==> src/rtl/bcd_calc_pkg.sv <==
// Shared definitions for the calculator's BCD datapath.
//   OP_ADD / OP_SUB : encoding of the op input.
//   state_t         : sequencing states of the serial add/subtract unit.
//   BCD_MAX_DIGIT   : largest legal BCD digit value.
package bcd_calc_pkg;

  localparam logic OP_ADD = 1'b0;
  localparam logic OP_SUB = 1'b1;

  localparam logic [3:0] BCD_MAX_DIGIT = 4'd9;

  typedef enum logic [1:0] {
    IDLE = 2'd0,
    CALC = 2'd1,
    DONE = 2'd2
  } state_t;

endpackage

==> src/rtl/bcd_digit_addc.sv <==
// Single BCD digit adder with carry.
//   x, y : digit operands (y may be a nine's complement digit)
//   cin  : carry in
//   s    : corrected BCD sum digit
//   cout : decimal carry out
// Binary sum first, then +6 when the sum leaves the 0..9 range so the low
// nibble wraps back into BCD and the carry moves to the next digit.
module bcd_digit_addc
  import bcd_calc_pkg::*;
(
  input  logic [3:0] x,
  input  logic [3:0] y,
  input  logic       cin,
  output logic [3:0] s,
  output logic       cout
);

  logic [4:0] bin_sum;

  assign bin_sum = {1'b0, x} + {1'b0, y} + {4'b0000, cin};
  assign cout    = (bin_sum > {1'b0, BCD_MAX_DIGIT});
  assign s       = cout ? 4'(bin_sum + 5'd6) : bin_sum[3:0];

endmodule

==> src/rtl/bcd_serial_addsub.sv <==
// Serial N-digit packed-BCD adder/subtractor, one digit per clock, LSD first.
//   clk, rst_n          : clock (rising edge), asynchronous active-low reset
//   in_valid / in_ready : operand handshake; a, b, op captured on in_valid & in_ready
//   op                  : 0 = a+b, 1 = a-b
//   a, b                : packed BCD operands, digit 0 in bits [3:0]
//   out_valid/out_ready : result handshake; result and flags held until taken
//   result              : packed BCD result (zero whenever a flag is set)
//   overflow            : sum exceeds 10^DIGITS-1
//   underflow           : subtract with a < b
//   bad_digit           : some operand nibble was above 9
//
// Handshake: a transfer happens on a rising edge where valid and ready are
// both high; valid never depends on ready, and the producer holds its data
// until the transfer. in_ready is high only in IDLE, out_valid only in DONE.
//
// Subtraction is a + (nine's complement of b) + 1, so the final carry is 1
// exactly when a >= b. The FSM state is kept in state_q for observation.
module bcd_serial_addsub
  import bcd_calc_pkg::*;
#(
  parameter int DIGITS = 4
) (
  input  logic                  clk,
  input  logic                  rst_n,
  input  logic                  in_valid,
  output logic                  in_ready,
  input  logic                  op,
  input  logic [4*DIGITS-1:0]   a,
  input  logic [4*DIGITS-1:0]   b,
  output logic                  out_valid,
  input  logic                  out_ready,
  output logic [4*DIGITS-1:0]   result,
  output logic                  overflow,
  output logic                  underflow,
  output logic                  bad_digit
);

  localparam int W  = 4 * DIGITS;
  localparam int CW = (DIGITS > 1) ? $clog2(DIGITS) : 1;
  localparam logic [CW-1:0] LAST_DIGIT = CW'(DIGITS - 1);

  state_t          state_q, state_d;
  logic [CW-1:0]   cnt_q;
  logic            carry_q;
  logic            op_q;
  logic [W-1:0]    a_q, b_q;
  logic            bad_in_q;    // captured operand check, reported at DONE
  logic [W-1:0]    result_q;
  logic            overflow_q, underflow_q, bad_digit_q;

  logic            accept;
  logic            in_bad;
  logic [3:0]      a_dig, b_dig, y_dig, s_dig;
  logic            cout;
  logic            last_digit;

  // Operand nibble legality, checked on the raw inputs at acceptance.
  always_comb begin
    in_bad = 1'b0;
    for (int i = 0; i < DIGITS; i++) begin
      if ((a[4*i +: 4] > BCD_MAX_DIGIT) || (b[4*i +: 4] > BCD_MAX_DIGIT)) begin
        in_bad = 1'b1;
      end
    end
  end

  // Current digit select; a mux on the counter keeps the per-cycle path to
  // one digit adder regardless of DIGITS.
  always_comb begin
    a_dig = 4'd0;
    b_dig = 4'd0;
    for (int i = 0; i < DIGITS; i++) begin
      if (cnt_q == CW'(i)) begin
        a_dig = a_q[4*i +: 4];
        b_dig = b_q[4*i +: 4];
      end
    end
  end

  assign y_dig      = (op_q == OP_SUB) ? (BCD_MAX_DIGIT - b_dig) : b_dig;
  assign last_digit = (cnt_q == LAST_DIGIT);

  bcd_digit_addc u_digit (
    .x    (a_dig),
    .y    (y_dig),
    .cin  (carry_q),
    .s    (s_dig),
    .cout (cout)
  );

  // Next-state and handshake outputs.
  always_comb begin
    state_d   = state_q;
    in_ready  = 1'b0;
    out_valid = 1'b0;
    case (state_q)
      IDLE: begin
        in_ready = 1'b1;
        if (in_valid) state_d = CALC;
      end
      CALC: begin
        if (last_digit) state_d = DONE;
      end
      DONE: begin
        out_valid = 1'b1;
        if (out_ready) state_d = IDLE;
      end
      default: state_d = IDLE;
    endcase
  end

  assign accept = in_valid & in_ready;

  always_ff @(posedge clk or negedge rst_n) begin
    if (!rst_n) begin
      state_q     <= IDLE;
      cnt_q       <= '0;
      carry_q     <= 1'b0;
      op_q        <= OP_ADD;
      a_q         <= '0;
      b_q         <= '0;
      bad_in_q    <= 1'b0;
      result_q    <= '0;
      overflow_q  <= 1'b0;
      underflow_q <= 1'b0;
      bad_digit_q <= 1'b0;
    end else begin
      state_q <= state_d;
      case (state_q)
        IDLE: begin
          if (accept) begin
            a_q         <= a;
            b_q         <= b;
            op_q        <= op;
            carry_q     <= op;  // +1 of the ten's complement on subtract
            cnt_q       <= '0;
            bad_in_q    <= in_bad;
            result_q    <= '0;
            overflow_q  <= 1'b0;
            underflow_q <= 1'b0;
            bad_digit_q <= 1'b0;
          end
        end
        CALC: begin
          for (int i = 0; i < DIGITS; i++) begin
            if (cnt_q == CW'(i)) result_q[4*i +: 4] <= s_dig;
          end
          carry_q <= cout;
          if (last_digit) begin
            // Flag priority: bad digit, then overflow, then underflow.
            // The later full-width assignment overrides the digit write above.
            if (bad_in_q) begin
              bad_digit_q <= 1'b1;
              result_q    <= '0;
            end else if ((op_q == OP_ADD) && cout) begin
              overflow_q <= 1'b1;
              result_q   <= '0;
            end else if ((op_q == OP_SUB) && !cout) begin
              underflow_q <= 1'b1;
              result_q    <= '0;
            end
          end else begin
            cnt_q <= cnt_q + CW'(1);
          end
        end
        default: ;  // DONE holds everything until the consumer takes it
      endcase
    end
  end

  assign result    = result_q;
  assign overflow  = overflow_q;
  assign underflow = underflow_q;
  assign bad_digit = bad_digit_q;

endmodule

==> config.mk <==
export PLATFORM = sky130hd
export DESIGN_NAME = bcd_serial_addsub
export DESIGN_NICKNAME = d
export VERILOG_FILES = /design/src/rtl/bcd_calc_pkg.sv /design/src/rtl/bcd_digit_addc.sv /design/src/rtl/bcd_serial_addsub.sv
export SDC_FILE = /design/constraint.sdc
export NUM_CORES = 1
export LEC_CHECK = 0
export ABC_AREA = 1
export ABC_CLOCK_PERIOD_IN_PS = 3800
export CORE_MARGIN = 2
export CORE_UTILIZATION = 48
export DETAILED_ROUTE_END_ITERATION = 8
export PLACE_DENSITY = 0.77
export SYNTH_ARGS = -nofsm -noshare
export SYNTH_HDL_FRONTEND = slang
export SYNTH_SLANG_ARGS = --single-unit
==> constraint.sdc <==
create_clock -name clk -period 3.8 [get_ports clk]
set_clock_uncertainty 0.15 [all_clocks]
set_input_delay 0.57 -clock clk [delete_from_list [all_inputs] [get_ports clk]]
set_output_delay 0.57 -clock clk [all_outputs]
set_load 0.1 [all_outputs]
==> impl_table.tex <==
\begin{tabular}{lr}
\hline
Metric & Value \\
\hline
\multicolumn{2}{l}{\textbf{Status}} \\
Outcome & finished clean \\
\multicolumn{2}{l}{\textbf{Run}} \\
Number of max-capacitance violations reported & 0 \\
\multicolumn{2}{l}{\textbf{Worst setup path}} \\
Logic depth of the worst setup path including buffers & 22 \\
Nature of the critical path endpoint & flip-flop \\
Startpoint of the most critical register-to-register path & cnt\_q[1] \\
Critical path data required time & between 3000 and 4000 ps \\
Worst-path maximum fanout & 7 \\
Signal arrival time at the worst endpoint & around 3700 ps \\
Path depth of the worst reg2reg path & 22 \\
Worst path top cell family by delay & adder cells \\
Beginning of the critical path & cnt\_q[1] \\
Delay of the slowest cell on the worst path & a little under 600 ps \\
Crit start category & flip-flop \\
R2r endpoint & result[3] \\
Buffers plus inverters on the worst setup path & 4 \\
Crit path max-delay cell type & sky130\_fd\_sc\_hd\_\_fa\_2 \\
Capturing instance or port of the critical path & result[3] \\
Critical path start-end classification & reg2reg \\
Critical path cell sequence & inv\_2 > ha\_4 > buf\_6 > a21oi\_1 > nand2\_1 > o21ai\_0 > a21oi\_1 > xor2\_1 > fa\_2 > inv\_2 > fa\_2 > inv\_2 > ha\_4 > nand2\_1 > a21boi\_4 > nand2\_4 > nand2\_4 > nand2\_4 > nand3\_4 > nand2\_8 > nand2\_2 > o21bai\_1 \\
Flop-to-flop setup slack & roughly 150 ps \\
\multicolumn{2}{l}{\textbf{Clocking}} \\
Cts-stage hold buffer count & 0 \\
CTS Buf Count & 9 \\
Buffer depth of the longest clock path & 2 \\
Clock tree from TritonCTS & done \\
Skew-Pair Late Insertion Delay & roughly 340 ps \\
Number of levels in the clock H-tree & 3 \\
Clock Tree Root & sky130\_fd\_sc\_hd\_\_clkbuf\_8 \\
Clock transition at the registers of the reported paths & around 70 ps \\
Clock tree sinks & just under 60 \\
\multicolumn{2}{l}{\textbf{STA}} \\
Sum Neg Setup Slack & 0 ps \\
Relative max-transition margin & 29.3\% \\
Share of the clock period used by the worst path & 96.1\% \\
Hold Vio Cnt, Final & 0 \\
Worst Tran Pin Value & $\sim$1100 ps \\
Final setup violation count & 0 \\
Max frequency & 0.274 GHz \\
Worst Slack Setup Final & between 100 and 150 ps \\
Minimum clock period & about 3700 ps \\
Max-slew violation count & 0 \\
\multicolumn{2}{l}{\textbf{Global route}} \\
Global-route wire length before repair & $\sim$13,000 um \\
Number of global-route vias before repair & roughly 2,900 \\
Total overflow reported by the global router & 0 \\
Largest net degree at the start of global routing & 47 \\
Overall track demand over capacity in global routing & 23.4\% \\
Initial antenna violation count & 0 \\
\multicolumn{2}{l}{\textbf{Placed design}} \\
Routability congestion estimate from global placement & roughly 0.85 \\
Final HPWL from detailed placement & roughly 5800 um \\
Port-buffer cells & 57 \\
Worst slack, placed & -11.2 ps \\
\multicolumn{2}{l}{\textbf{Finish}} \\
Signed area change from the synthesized netlist to the final layout & 30.8\% \\
Filler instances & 546 \\
Number of nets in the layout & 535 \\
Number of diodes & 0 \\
Leading cell type in the layout, fill and taps excluded & sky130\_fd\_sc\_hd\_\_nand2\_1 \\
Share of layout cells above drive strength 1 & roughly 18\% \\
Commonest cells after routing, fill and taps aside & sky130\_fd\_sc\_hd\_\_nand2\_1, sky130\_fd\_sc\_hd\_\_dfrtp\_1, sky130\_fd\_sc\_hd\_\_clkdlybuf4s50\_1 \\
\multicolumn{2}{l}{\textbf{Synthesis}} \\
Synth Cell Area & about 0.0032 mm2 \\
Synthesized flop and latch total & 58 \\
Count of synthesis-stage warnings from yosys & 0 \\
Proportion of synthesized chip area in sequential cells & about 45\% \\
Syn Nets & around 460 \\
Gate count after technology mapping & between 400 and 500 \\
Count of unique library cells instantiated by Yosys & 36 \\
Mean area per synthesized cell & $\sim$7.8 um2 \\
\multicolumn{2}{l}{\textbf{Drt}} \\
Routed wire per std cell & about 15 um \\
Total length of routed wires & 8250 um \\
Via count & 3,012 \\
Number of design-rule violations left by the first detailed-router iteration & 160 \\
Number of design rule violations left after detail routing & 0 \\
Via density per instance & around 5.3 \\
Detailed-routing iteration count for the pre-antenna-repair pass & 4 \\
Antenna Violating Nets Remaining & 0 \\
\multicolumn{2}{l}{\textbf{Die}} \\
Core area & between 0.006 and 0.007 mm2 \\
Top-level I/O count & 58 \\
DIE WIDTH & between 80 and 90 um \\
Area of the die & 0.00742 mm2 \\
Y dimension of the die & between 80 and 90 um \\
Initial core utilization & a little over 50\% \\
Floorplan row count & 29 \\
\multicolumn{2}{l}{\textbf{Worst hold path}} \\
Type of the tightest min-delay check & in2async \\
\hline
\end{tabular}
## worst min-delay path by stage
| stage | endpoint | slack (ps) | from |
|---|---|---|---|
| floorplan | a_q[0] | 120 | rst_n |
| global placement | a_q[11] | 310 | a_q[11] |
| finish | b_q[4] | 270 | rst_n |
| CTS | result[11] | 290 | rst_n |
| global route | a_q[10] | 350 | a_q[10] |
| detailed placement | b_q[3] | 320 | b_q[3] |
## cell families (layout without fill, tap and decap cells)
group / after synthesis / in the layout / synth area share [%]
xor gates and xnor gates: 2 / 2 / 0.541
buffers and inverters: 47 / 121 / 6.18
adders and majority gates: 11 / 11 / 4.71
and+or+nand+nor: 238 / 239 / 32.9
AOI/OAI and AO/OA: 59 / 59 / 10.8
DFF: 58 / 58 / 44.8
## per-layer routing
layer / up-vias / track usage, % / part of all wire, %
met5: - / 0 / 0
met4: 0 / 7.79 / 1.2
met3: 7 / 5.49 / 5.1
met2: 102 / 39.5 / 50
met1: 1435 / 29.5 / 44
li1: 1468 / - / -
## state kept, by name, indices dropped and copies added, names as in the netlist, 2 cells and up
register	flops
result	16
a_q	16
cnt_q	2
state_q	2
b_q	16
## cells in the mapped netlist
master                     number  share of area, %
sky130_fd_sc_hd__a21boi_4       1              0.58
sky130_fd_sc_hd__a21oi_1       18               2.8
sky130_fd_sc_hd__a21oi_2        1              0.27
sky130_fd_sc_hd__a21oi_4        1              0.50
sky130_fd_sc_hd__a22oi_1        1              0.23
sky130_fd_sc_hd__a31oi_1        1              0.19
sky130_fd_sc_hd__buf_12         1              0.62
sky130_fd_sc_hd__buf_2          6              0.93
sky130_fd_sc_hd__clkbuf_1       8              0.93
sky130_fd_sc_hd__clkinv_1       1              0.12
sky130_fd_sc_hd__dfrtp_1       58                45
sky130_fd_sc_hd__fa_1           2               1.2
sky130_fd_sc_hd__ha_1           9               3.5
sky130_fd_sc_hd__inv_1         27               3.1
sky130_fd_sc_hd__inv_2          4              0.46
sky130_fd_sc_hd__nand2_1      163                19
sky130_fd_sc_hd__nand2_2       12               2.3
sky130_fd_sc_hd__nand2_4        4               1.4
sky130_fd_sc_hd__nand3_1       14               2.2
sky130_fd_sc_hd__nand3_2       10               3.1
sky130_fd_sc_hd__nand3_4        1              0.54
sky130_fd_sc_hd__nand4_1        2              0.39
sky130_fd_sc_hd__nor2_1        28               3.2
sky130_fd_sc_hd__nor2_2         1              0.19
sky130_fd_sc_hd__nor2_4         1              0.35
sky130_fd_sc_hd__o21ai_0       24               3.7
sky130_fd_sc_hd__o21ai_1        4              0.62
sky130_fd_sc_hd__o21bai_1       2              0.46
sky130_fd_sc_hd__o221ai_1       1              0.27
sky130_fd_sc_hd__o22ai_1        1              0.19
sky130_fd_sc_hd__o311ai_0       1              0.27
sky130_fd_sc_hd__o31ai_1        2              0.46
sky130_fd_sc_hd__o32ai_1        1              0.27
sky130_fd_sc_hd__or2_2          2              0.39
sky130_fd_sc_hd__xnor2_1        1              0.27
sky130_fd_sc_hd__xor2_1         1              0.27
## worst reg2reg max path: cells and delay by family, from the launching register on
family,cells,cell delay (ps)
XOR/XNOR,1,230
adder cells (fa/ha/maj),4,1160
flip-flops,1,410
AO/OA/AOI/OAI,5,580
AND/OR/NAND/NOR,8,680
buffers and inverters,4,330
## per-stage QoR
step                      instances  utilization [%]  cell area, um2  hold slack [ps]
after floorplan                 415                -            3240              124
after global placement          546             60.9            3910              312
after detailed placement        546             60.9            3910              318
after CTS                       560             63.8            4100              287
after global routing            567             66.0            4240              352
final                           567             66.0            4240              269
## repair_timing
action,in CTS,in global routing
setup buffers,0,6
pin swaps,0,10
endpoints found under the setup margin,2,19
gates cloned,0,1
gates resized for setup,2,27
## final cells by class
| class | count | area (um2) | area share, % |
|---|---|---|---|
| multi-input cells | 311 | 1690 | 39.9 |
| flip-flops and latches | 58 | 1450 | 34.3 |
| repair buffers | 75 | 704 | 16.6 |
| clock buffers | 10 | 128 | 3.01 |
| inverters | 32 | 120 | 2.83 |
| well taps | 77 | 96.3 | 2.27 |
| clock inverters | 4 | 45.0 | 1.06 |
Power is not shown: default switching activity piles up to over one toggle a cycle in this logic, so the estimate is an artifact.
